File: src/rtl/pc_fetch_stage_if.sv
// Instruction-memory request/response bundle used by the fetch stage.
//   req    : fetch stage -> memory, request valid
//   addr   : fetch stage -> memory, word-aligned fetch address
//   gnt    : memory -> fetch stage, request accepted this cycle
//   rvalid : memory -> fetch stage, read data valid (never in the gnt cycle)
//   rdata  : memory -> fetch stage, instruction word
interface pc_fetch_stage_if;
  logic        req;
  logic [31:0] addr;
  logic        gnt;
  logic        rvalid;
  logic [31:0] rdata;

  modport master (
    output req,
    output addr,
    input  gnt,
    input  rvalid,
    input  rdata
  );

  modport slave (
    input  req,
    input  addr,
    output gnt,
    output rvalid,
    output rdata
  );
endinterface

File: src/rtl/pc_fetch_stage.sv
// PC register and instruction-fetch stage writing the IF/ID pipeline register.
// Keeps at most one instruction-memory request outstanding and handles
// hazard-unit stalls and branch/jump redirects.
//   clk       : clock, all state on the rising edge
//   reset     : synchronous active-high reset
//   next_addr : next-address mux output, loaded when redirect=1 (bits [1:0] ignored)
//   redirect  : taken branch/jump; load next_addr and flush IF/ID (beats stall)
//   stall     : hold PC and IF/ID
//   pc_addr   : PC+4 (combinational) back to the next-address mux
//   pc        : current fetch address
//   imem      : instruction-memory request/response bundle (master side)
//   if_pc     : IF/ID PC of the delivered instruction
//   if_instr  : IF/ID instruction word
//   if_valid  : IF/ID valid, 0 = bubble
module pc_fetch_stage #(
  parameter logic [31:0] RESET_PC  = 32'h0000_0000,
  parameter logic [31:0] NOP_INSTR = 32'h0000_0013
) (
  input  logic                     clk,
  input  logic                     reset,
  input  logic [31:0]              next_addr,
  input  logic                     redirect,
  input  logic                     stall,
  output logic [31:0]              pc_addr,
  output logic [31:0]              pc,
  pc_fetch_stage_if.master         imem,
  output logic [31:0]              if_pc,
  output logic [31:0]              if_instr,
  output logic                     if_valid
);

  // StDrop: a response is still owed to us for a squashed PC and must be eaten.
  typedef enum logic [1:0] {StFetch, StWait, StHold, StDrop} state_e;

  state_e      state_q, state_d;
  logic [31:0] pc_q, pc_d;
  logic [31:0] buf_q, buf_d;
  logic [31:0] if_pc_q, if_pc_d;
  logic [31:0] if_instr_q, if_instr_d;
  logic        if_valid_q, if_valid_d;
  logic        deliver;
  logic [31:0] deliver_data;
  logic        unused_next_addr;

  assign unused_next_addr = ^next_addr[1:0];

  always_comb begin
    state_d      = state_q;
    pc_d         = pc_q;
    buf_d        = buf_q;
    if_pc_d      = if_pc_q;
    if_instr_d   = if_instr_q;
    if_valid_d   = if_valid_q;
    deliver      = 1'b0;
    deliver_data = '0;

    if (redirect) begin
      pc_d       = {next_addr[31:2], 2'b00};
      if_valid_d = 1'b0;
      if_instr_d = NOP_INSTR;
      buf_d      = '0;
      // Any request already granted but not yet answered must be drained.
      unique case (state_q)
        StFetch: state_d = imem.gnt ? StDrop : StFetch;
        StWait:  state_d = imem.rvalid ? StFetch : StDrop;
        StHold:  state_d = StFetch;
        StDrop:  state_d = StDrop;
        default: state_d = StFetch;
      endcase
    end else begin
      unique case (state_q)
        StFetch: begin
          if (imem.gnt) state_d = StWait;
        end
        StWait: begin
          if (imem.rvalid) begin
            if (stall) begin
              buf_d   = imem.rdata;
              state_d = StHold;
            end else begin
              deliver      = 1'b1;
              deliver_data = imem.rdata;
              state_d      = StFetch;
            end
          end
        end
        StHold: begin
          if (!stall) begin
            deliver      = 1'b1;
            deliver_data = buf_q;
            state_d      = StFetch;
          end
        end
        StDrop: begin
          if (imem.rvalid) state_d = StFetch;
        end
        default: state_d = StFetch;
      endcase

      if (deliver) begin
        if_pc_d    = pc_q;
        if_instr_d = deliver_data;
        if_valid_d = 1'b1;
        pc_d       = pc_q + 32'd4;
      end else if (!stall) begin
        if_valid_d = 1'b0;
      end
    end
  end

  always_ff @(posedge clk) begin
    if (reset) begin
      state_q    <= StFetch;
      pc_q       <= {RESET_PC[31:2], 2'b00};
      buf_q      <= '0;
      if_pc_q    <= '0;
      if_instr_q <= NOP_INSTR;
      if_valid_q <= 1'b0;
    end else begin
      state_q    <= state_d;
      pc_q       <= pc_d;
      buf_q      <= buf_d;
      if_pc_q    <= if_pc_d;
      if_instr_q <= if_instr_d;
      if_valid_q <= if_valid_d;
    end
  end

  assign imem.req  = (state_q == StFetch) && !reset;
  assign imem.addr = pc_q;
  assign pc        = pc_q;
  assign pc_addr   = pc_q + 32'd4;
  assign if_pc     = if_pc_q;
  assign if_instr  = if_instr_q;
  assign if_valid  = if_valid_q;

endmodule

File: src/flat_wrapper.sv
// flat-port wrapper written by rule: the top's interface ports become plain ports
module pc_fetch_stage_flat 
#(
  parameter logic [31:0] RESET_PC  = 32'h0000_0000,
  parameter logic [31:0] NOP_INSTR = 32'h0000_0013
)
  (clk, reset, next_addr, redirect, stall, pc_addr, pc, if_pc, if_instr, if_valid, imem_req, imem_addr, imem_gnt, imem_rvalid, imem_rdata);
  pc_fetch_stage_if imem_i ();
  input  logic clk;
  input  logic reset;
  input  logic [31:0] next_addr;
  input  logic redirect;
  input  logic stall;
  output logic [31:0] pc_addr;
  output logic [31:0] pc;
  output logic [31:0] if_pc;
  output logic [31:0] if_instr;
  output logic if_valid;
  output wire logic [$bits(imem_i.req)-1:0] imem_req;
  output wire logic [$bits(imem_i.addr)-1:0] imem_addr;
  input wire logic [$bits(imem_i.gnt)-1:0] imem_gnt;
  input wire logic [$bits(imem_i.rvalid)-1:0] imem_rvalid;
  input wire logic [$bits(imem_i.rdata)-1:0] imem_rdata;
  assign imem_req = imem_i.req;
  assign imem_addr = imem_i.addr;
  assign imem_i.gnt = imem_gnt;
  assign imem_i.rvalid = imem_rvalid;
  assign imem_i.rdata = imem_rdata;
  pc_fetch_stage #(.RESET_PC(RESET_PC), .NOP_INSTR(NOP_INSTR)) u_core (.clk(clk), .reset(reset), .next_addr(next_addr), .redirect(redirect), .stall(stall), .pc_addr(pc_addr), .pc(pc), .imem(imem_i), .if_pc(if_pc), .if_instr(if_instr), .if_valid(if_valid));
endmodule
File: config.mk
export PLATFORM = sky130hd
export DESIGN_NAME = pc_fetch_stage_flat
export DESIGN_NICKNAME = d
export VERILOG_FILES = /design/src/rtl/pc_fetch_stage_if.sv /design/src/rtl/pc_fetch_stage.sv /design/src/flat_wrapper.sv
export SDC_FILE = /design/constraint.sdc
export NUM_CORES = 1
export LEC_CHECK = 0
export CAP_MARGIN = 20
export CORE_ASPECT_RATIO = 1.5
export CORE_UTILIZATION = 40
export DETAILED_ROUTE_END_ITERATION = 8
export PLACE_DENSITY = 0.77
export SYNTH_ARGS = -nofsm -noshare
export SYNTH_HDL_FRONTEND = slang
export SYNTH_SLANG_ARGS = --single-unit
File: constraint.sdc
create_clock -name clk -period 2 [get_ports clk]
set_input_delay 0.2 -clock clk [delete_from_list [all_inputs] [get_ports clk]]
set_output_delay 0.2 -clock clk [all_outputs]
set_load 0.05 [all_outputs]
* Yosys cells after proc, flatten, opt, wreduce, memory -nomap -nowiden
Index checks and enable logic that the tools add are counted.
** Storage, ports and cells
- Flip-flop bits (word level) :: 131
- Output and inout bits :: 162
** Cells by class
- Bitwise gates (word level) :: 1
- Reductions and logical operators :: 8
- Equal/unequal tests :: 8
- Multiplexer cells :: 22
- $add $sub $neg :: 1
** Operator list (count)
- $mux W32 :: 5
- $pmux W32 S2 :: 1
- $add A32 B3 Y32 const B :: 1
- $mux W2 :: 8
- $pmux W2 S4 :: 2
- $ne A3 B3 Y1 const B :: 4
- $mux W1 :: 5
- $eq A2 B2 Y1 const B :: 2
- $reduce_and A4 Y1 :: 1
- $reduce_and A3 Y1 :: 1
- $eq A2 B1 Y1 const B :: 1
- $logic_not A2 Y1 :: 1
- $ne A2 B1 Y1 const B :: 1
- $pmux W1 S2 :: 1
- $reduce_and A2 Y1 :: 1
- $reduce_bool A2 Y1 :: 1
- $reduce_or A2 Y1 :: 1
- $logic_and A1 B1 Y1 :: 1
- $logic_not A1 Y1 :: 1
- $not A1 Y1 :: 1

* Logic depth before layout (Yosys ltp)
Gate-level depths: netlist of run 1.
- Depth in word-level cells :: 6
- Mapped depth :: 10

* Least setup slack after synthesis of run 1
OpenSTA, ideal clock, no wires.
- Kind :: register to output
- From :: register u_core.pc_q[3] (netlist: u_core.imem.addr[3])
- To :: output port pc_addr[24]
- Path buffers :: 1
- Required time :: 1.800 ns
- Cell stages (with the launch flop) :: 8
- Arrival time :: 2.951 ns
- Setup slack :: -1.151 ns
- Path through :: dfxtp_1 > ha_1 > nand3_2 > or2_0 > buf_2 > nor4b_1 > nand2_1 > xnor2_1
** Between the ends
- Word-level cells in the longest chain between the ends :: 1
** Ends and longest elaborated chain
- start, declared :: RTL line pc_fetch_stage.sv:36 : logic [31:0] pc_q, pc_d;
- start signal, assigned :: RTL line pc_fetch_stage.sv:114 : pc_q <= {RESET_PC[31:2], 2'b00};
- start signal, assigned :: RTL line pc_fetch_stage.sv:121 : pc_q <= pc_d;
- $add A32 B3 Y32 :: RTL line pc_fetch_stage.sv:132 : assign pc_addr = pc_q + 32'd4;
- end, declared :: RTL line flat_wrapper.sv:14 : output logic [31:0] pc_addr;
Every way passes these cells.

* Worst setup path in the final report of run 1
- From :: register u_core.pc_q[3] (netlist: u_core.imem.addr[3])
- To :: output port pc_addr[28]
The elaborated chain is that of the path after synthesis.

==> summary.md, run 1 <==
| Metric | Value |
|---|---|
| Status | complete, but fails checks |
| Failing checks | negative setup slack |
| YS warnings | 0 |
| Vias in the first global route | around 6.4k |
| Final Critical Period | 2.39 ns |
| Worst vdd ir | 0.600 mV |
| Drt drc | 0 |
| Worst-path cell chain | ha_4 > nand3_4 > buf_6 > nor4_4 > buf_12 > nand4_1 > xnor2_4 > buf_12 |
| Global-route wire length before repair | about 33000 um |
| CTS tree | built |
| CTS root buf | clkbuf_16 |
| Worst-path clk slew | roughly 0.06 ns |
| Share of cells above drive strength 1 | between 20% and 30% |
| Core area | between 15000 and 20000 um2 |
| Routed WL | about 22000 um |
| Cells after synthesis | approximately 770 |
| IO Pins | between 200 and 250 |
| Final standard cell area without fillers | between 10000 and 15000 um2 |
| Fillers | about 1.1k |
| Synthesis-to-layout area growth | 74.7% |
| GPL Wtd Cong | between 0.8 and 0.9 |
| Final Util | a little under three quarters |
| Clock tree buffer depth | 2 |
| Worst-path fanout max | 6 |
| Clock Sink Count | between 100 and 150 |
| Number of H-tree levels | 4 |
| CP Capture Type | primary output |
| Setup slack after layout | -0.387 ns |
| DR vias | ~6.5k |
| Die H | between 150 and 200 um |
| Initial Utilization | between 40% and 50% |
| Worst EP required | approximately 1.8 ns |
| Synth Register Bits | about 130 |
| Fin crit share | 119% |
| Cell variety after synth | 50 |
| Drt initial violations | about 230 |
| Slew Limit Fails | 0 |
| # diodes | 0 |
| Max_slew headroom | 61.8% |
| Predominant post-synthesis flop cell | dfxtp_1 |
| Startpoint types | flop |
| Largest net degree at the start of global routing | 63 |
| Cell area power density | 754 nW/um2 |
| Clk_lat worst skew | between 0.4 and 0.5 ns |
| Die area | 15900 um2 |
| Hold/Removal Path Class | in2reg |
| Total grt overflow | 0 |
| Fin nets | ~1.1k |
| Maxcap violations | 0 |
| Final setup vio count | 22 |
| Kind of critical path | reg2out |
| Mapped Avg Cell Area | around 8 um2 |
| Detailed placement HPWL | between 10000 and 15000 um |
| Final setup TNS | -4.85 ns |
| Pwr Total | approximately 8 mW |
| Post-synth EDFFs | 0 |
| GRT Total Usage | 26.9% |
| Cts bufs inserted | 17 |
| Post-synthesis cell area | approximately 6100 um2 |
| # rows | between 50 and 60 |
| Layout Skew | between 0.01 and 0.015 ns |
| Max stage delay cell, worst path | dfxtp_4 |
| Slew @ Worst Pin | roughly 0.57 ns |
| Worst Path Arrival | between 2 and 2.5 ns |
| Hold WS | around 0.26 ns |
| Non-filler cells, final | 1233 |
| Port bufs | around 220 |
| Die X | between 100 and 150 um |
| DP Cell Count | roughly 1.2k |
| DR pass1 iterations | 5 |
| Area after DPL | approximately 9500 um2 |
| Dpl ws | -0.0456 ns |
| Leakage | approximately 4.3 nW |
| Crit path top cell by count | buf_12 |
| RSZ-0062 raised after global routing | true |
| Most frequent cells in the layout | clkdlybuf4s50_1 (162), nand2_1 (146), dfxtp_1 (99), buf_4 (94), a21oi_1 (68) |
| Most common cell after layout, fill and taps aside | clkdlybuf4s50_1 |
| Largest stage delay, worst path | ~0.36 ns |
| Post-synth ARST share | 0% |
| CTS hold repair buffers | 0 |
| Crit-path leading delay family | simple AND/OR/NAND/NOR gates |
| WP buf/inv | 3 |
| Fmax | 0.419 GHz |
| Avg WL per Cell | ~18 um |
| Initial antenna violation count | 0 |
| Seq/Total Area, Yosys | between 40% and 50% |
| Final hold violation count | 0 |
| Via density | roughly 5.3 |
| ANT nets after route | 0 |
Yosys cell counts, types with 2 or more instances:
| library cell | count | area (um2) |
|---|---|---|
| buf_4 | 38 | 285 |
| ha_1 | 6 | 75.1 |
| a311oi_1 | 3 | 26.3 |
| a211oi_1 | 23 | 173 |
| nor2_1 | 70 | 263 |
| inv_1 | 8 | 30.0 |
| o21a_1 | 3 | 22.5 |
| nand2_1 | 153 | 574 |
| nand3_2 | 2 | 20.0 |
| nand2b_1 | 2 | 12.5 |
| and3_1 | 3 | 18.8 |
| xor2_1 | 25 | 219 |
| nor3_2 | 2 | 20.0 |
| nand4_1 | 15 | 93.8 |
| or3_1 | 3 | 18.8 |
| o21ai_0 | 8 | 40.0 |
| nor4_4 | 3 | 63.8 |
| and4_1 | 2 | 17.5 |
| clkbuf_1 | 47 | 176 |
| nor4_2 | 2 | 25.0 |
| xnor2_1 | 30 | 263 |
| nor3_1 | 37 | 185 |
| o21bai_1 | 2 | 15.0 |
| nand3_1 | 9 | 45.0 |
| a221oi_1 | 32 | 280 |
| buf_2 | 13 | 65.1 |
| nor2b_1 | 2 | 12.5 |
| a21oi_1 | 70 | 350 |
| dfxtp_1 | 127 | 2540 |
| and2_1 | 5 | 31.3 |
logic make-up after synthesis:
family,after synthesis,share of synthesized area [%]
fa+ha+maj,6,1.22
xor+xnor,55,7.84
compound gates,144,15.2
simple gates,323,24.9
other cells,1,0.0610
buf+inv,109,9.38
flops,127,41.4
where the power goes:
part / switching (mW) / internal [mW] / total, mW / leakage, nW
clock network: 1.25 / 1.98 / 3.22 / 0.299
logic: 1.31 / 0.847 / 2.16 / 2.92
registers: 0.0975 / 2.62 / 2.71 / 1.05
total: 2.65 / 5.44 / 8.09 / 4.27
registers in the layout (all words and copies together), names as in the netlist:
name	cells
u_core.buf_q	32
u_core.if_instr	32
u_core.if_pc	30
u_core.if_valid	1
u_core.imem.addr	30
u_core.state_q	2
final cells by class:
class / instances / area, um2 / area share (%)
timing repair buffer: 330 / 3470 / 32.3
clock inverter: 12 / 145 / 1.35
multi-input combinational: 536 / 3740 / 34.8
clock buffer: 20 / 468 / 4.36
tap: 199 / 249 / 2.32
inverter: 9 / 33.8 / 0.315
sequential: 127 / 2640 / 24.5
repair_timing:
item                       in CTS  in global routing
setup buffers                  31                 12
pin swaps                      33                 25
gates cloned                    1                  0
resized for setup              55                 41
setup endpoints to repair      38                 88
per-layer routing:
metal / share of wire, % / routed length (um) / vias up / global-route usage, %
li1: - / - / 3094 / -
met1: 34 / 7410 / 3081 / 26.9
met2: 54 / 11600 / 307 / 48.5
met3: 7.5 / 1620 / 64 / 7.09
met4: 4.6 / 998 / 0 / 16.2
met5: 0 / 0 / - / 0
path summary, 6_finish.rpt:
| kind | depth (start not counted) | from | slack (ns) | end |
|---|---|---|---|---|
| setup / recovery | 8 | u_core.imem.addr[3]$_SDFFE_PP0P_ | -0.39 | pc_addr[28] |
| hold reg to reg | 2 | u_core.if_pc[26]$_SDFFE_PP0P_ | 0.45 | u_core.if_pc[26]$_SDFFE_PP0P_ |
| hold / removal | 2 | reset | 0.26 | u_core.imem.addr[11]$_SDFFE_PP0P_ |
| setup reg to reg | 7 | u_core.state_q[1]$_SDFFE_PP0P_ | 0.06 | u_core.imem.addr[13]$_SDFFE_PP0P_ |
Power figures use the tool's default switching activity.
==> inputs of run 2 (changes only) <==
Settings changed: CORE_MARGIN from default to 1.5.
==> run 2 against run 1 <==
Against the previous run: the run still ends with negative setup slack left; clock power up 1%; via count fell by 1.4%; flip-flop and latch count unchanged; critical path depth decreased by 2; combinational power about the same; cell count is 0.32% lower; clock skew shrank 0.0026 ns; clock-buffer cell count unchanged; utilization fell by 0.11 points; global-route usage shrank 0.95 points; final area decreased by 0.15%; wire length grew 1.4%; largest cell class unchanged.
==> summary.md, run 2 (synthesis gave the netlist of run 1 again) <==
| Metric | Value |
|---|---|
| Final Util | 71.1% (was 71.3%) |
| Final hold violation count | 0 (unchanged) |
| Drt initial violations | 288 (was 227) |
| Final setup TNS | -4.94 ns (was -4.85 ns) |
| Initial Utilization | 40.8% (unchanged) |
| Cts bufs inserted | 17 (unchanged) |
| Reg2reg setup slack | 0.05 ns (was 0.06 ns) |
| Worst r2r src | u_core.imem.addr[11]$_SDFFE_PP0P_ (was u_core.state_q[1]$_SDFFE_PP0P_) |
| Hold/Removal Path Class | in2reg (unchanged) |
| Non-filler cells, final | 1229 (was 1233) |
| Most frequent cells in the layout | clkdlybuf4s50_1 (156), nand2_1 (149), dfxtp_1 (98), buf_4 (87), a21oi_1 (68) (was clkdlybuf4s50_1 (162), nand2_1 (146), dfxtp_1 (99), buf_4 (94), a21oi_1 (68)) |
| # rows | 55 (unchanged) |
| Clk_lat worst skew | 0.41 ns (about the same) |
| Synthesis-to-layout area growth | 74.4% (was 74.7%) |
| GRT Total Usage | 26.0% (was 26.9%) |
| Routed met1 length | 7930 um (was 7410 um) |
| Final Critical Period | 2.35 ns (was 2.39 ns) |
| Worst Path Arrival | 2.15 ns (was 2.19 ns) |
| Total grt overflow | 0 (unchanged) |
| Largest net degree at the start of global routing | 63 (unchanged) |
| Crit-path leading delay family | simple AND/OR/NAND/NOR gates (unchanged) |
| CTS hold repair buffers | 0 (unchanged) |
| Drt drc | 0 (unchanged) |
| Layout Skew | 0.00874 ns (was 0.0113 ns) |
| Area after DPL | 9420 um2 (was 9450 um2) |
| GPL Wtd Cong | 0.853 (was 0.870) |
| FF-to-FF End | u_core.imem.addr[29]$_SDFFE_PP0P_ (was u_core.imem.addr[13]$_SDFFE_PP0P_) |
| Vias in the first global route | 6358 (was 6389) |
| DR WL met2 | 11700 um (was 11600 um) |
| ANT nets after route | 0 (unchanged) |
| Worst vdd ir | 0.659 mV (was 0.600 mV) |
| Max Used Layer | met4 (unchanged) |
| Initial antenna violation count | 0 (unchanged) |
| Number of H-tree levels | 4 (unchanged) |
| Slew @ Worst Pin | 0.563 ns (was 0.575 ns) |
| Startpoint types | flop (unchanged) |
| DR pass1 iterations | 5 (unchanged) |
| Core area | 15100 um2 (unchanged) |
| Status | complete, but fails checks (unchanged) |
| Slew Limit Fails | 0 (unchanged) |
| Reg2reg path depth | 8 (was 7) |
| Clock Sink Count | 127 (unchanged) |
| DR vias | 6457 (was 6546) |
| Failing checks | negative setup slack (unchanged) |
| Clock tree buffer depth | 2 (unchanged) |
| Max_slew headroom | 62.4% (was 61.8%) |
| Pwr Total | 8.16 mW (was 8.09 mW) |
| Fin nets | 1093 (was 1097) |
| Hold endpoint | u_core.imem.addr[2]$_SDFFE_PP0P_ (was u_core.imem.addr[11]$_SDFFE_PP0P_) |
| Leakage | 4.32 nW (was 4.27 nW) |
| Final setup vio count | 21 (was 22) |
| Port bufs | 221 (unchanged) |
| Worst-path fanout max | 3 (was 6) |
| Share of cells above drive strength 1 | 27.1% (was 27.4%) |
| Maxcap violations | 0 (unchanged) |
| Routed WL | 21900 um (was 21600 um) |
| Most common cell after layout, fill and taps aside | clkdlybuf4s50_1 (unchanged) |
| Dpl ws | -0.0701 ns (was -0.0456 ns) |
| Setup slack after layout | -0.349 ns (was -0.387 ns) |
| DP Cell Count | 1160 (unchanged) |
| Worst-path clk slew | 0.06 ns (about the same) |
| IO Pins | 232 (unchanged) |
| Cell area power density | 761 nW/um2 (was 754 nW/um2) |
| Avg WL per Cell | 17.8 um (was 17.5 um) |
| Via density | 5.25 (was 5.31) |
| Final standard cell area without fillers | 10700 um2 (about the same) |
| Largest stage delay, worst path | 0.55 ns (was 0.36 ns) |
| Worst-path cell chain | and4_4 > nand2_2 > or4_4 > nor3_4 > xor2_4 > buf_12 (was ha_4 > nand3_4 > buf_6 > nor4_4 > buf_12 > nand4_1 > xnor2_4 > buf_12) |
| Worst EP required | 1.80 ns (about the same) |
| Die X | 104 um (was 103 um) |
| Kind of critical path | reg2out (unchanged) |
| # diodes | 0 (unchanged) |
| Global-route wire length before repair | 33100 um (was 32500 um) |
| Hold WS | 0.335 ns (was 0.257 ns) |
| Die area | 16100 um2 (was 15900 um2) |
| RSZ-0062 raised after global routing | true (unchanged) |
| Die H | 155 um (was 154 um) |
| WHS Path Cells | 3 (was 2) |
| CTS tree | built (unchanged) |
| CTS root buf | clkbuf_16 (unchanged) |
| Detailed placement HPWL | 14900 um (was 14600 um) |
| Fin crit share | 117% (was 119%) |
| WP buf/inv | 1 (was 3) |
| CP Capture Type | primary output (unchanged) |
| Met3 WL | 1380 um (was 1620 um) |
| Fmax | 0.426 GHz (was 0.419 GHz) |
| Max stage delay cell, worst path | or4_4 (was dfxtp_4) |
| Worst Hold Launch | reset (unchanged) |
==> run 2: changes by cell type in the layout (fill, tap and decap cells not counted), sizes merged <==
cell / previous run / this run
clkbuf: 20 / 21
dlymetal6s2s: 14 / 19
dlygate4sd2: 12 / 14
buf: 142 / 136
clkdlybuf4s50: 162 / 156
==> run 2: power by group <==
part	total, mW	leakage [nW]	internal, mW	switching (mW)
clock network	3.26	0.300	1.98	1.28
registers	2.72	1.05	2.62	0.0972
logic	2.18	2.98	0.865	1.31
==> run 2: how the worst max path moves through the flow <==
| stage | from | end | depth (start not counted) |
|---|---|---|---|
| 3_5_place_dp | u_core.state_q[0]$_SDFFE_PP0P_ | u_core.if_pc[21]$_SDFFE_PP0P_ | 10 |
| 3_3_place_gp | u_core.imem.addr[2]$_SDFFE_PP0P_ | pc_addr[12] | 7 |
| 5_1_grt | u_core.imem.addr[3]$_SDFFE_PP0P_ | pc_addr[27] | 6 |
| 2_1_floorplan | u_core.imem.addr[3]$_SDFFE_PP0P_ | pc_addr[20] | 6 |
| 6_report | u_core.imem.addr[5]$_SDFFE_PP0P_ | pc_addr[27] | 6 |
| 4_1_cts | u_core.imem.addr[4]$_SDFFE_PP0P_ | pc_addr[27] | 6 |
==> run 2: repair_timing <==
| item | in CTS | in global routing |
|---|---|---|
| pin swaps | 22 | 24 |
| endpoints found under the setup margin | 74 | 94 |
| gates resized for setup | 49 | 49 |
| buffers inserted | 23 | 14 |
| gates cloned | 0 | 1 |
==> run 2: cell type report <==
class                           count  area (um2)
Timing Repair Buffer              326        3480
Clock inverter                     12         146
Fill cell                        1077        4350
Sequential cell                   127        2630
Clock buffer                       20         468
Inverter                            9        33.8
Multi-Input combinational cell    536        3720
Tap cell                          199         249
==> run 2: routing by layer <==
layer / vias to the layer above / GRT usage (%)
met4: 0 / 12.2
met5: - / 0
met2: 273 / 49.1
met1: 3054 / 26.8
met3: 52 / 6.11
li1: 3078 / -
==> run 2: worst register-to-register path: stages, from the launching register on <==
cell	delay (ns)
dfxtp_4	0.38
buf_6	0.10
and4_4	0.23
nand4_4	0.19
buf_4	0.20
buf_4	0.12
nor4_2	0.29
xnor2_1	0.13
a211oi_2	0.22
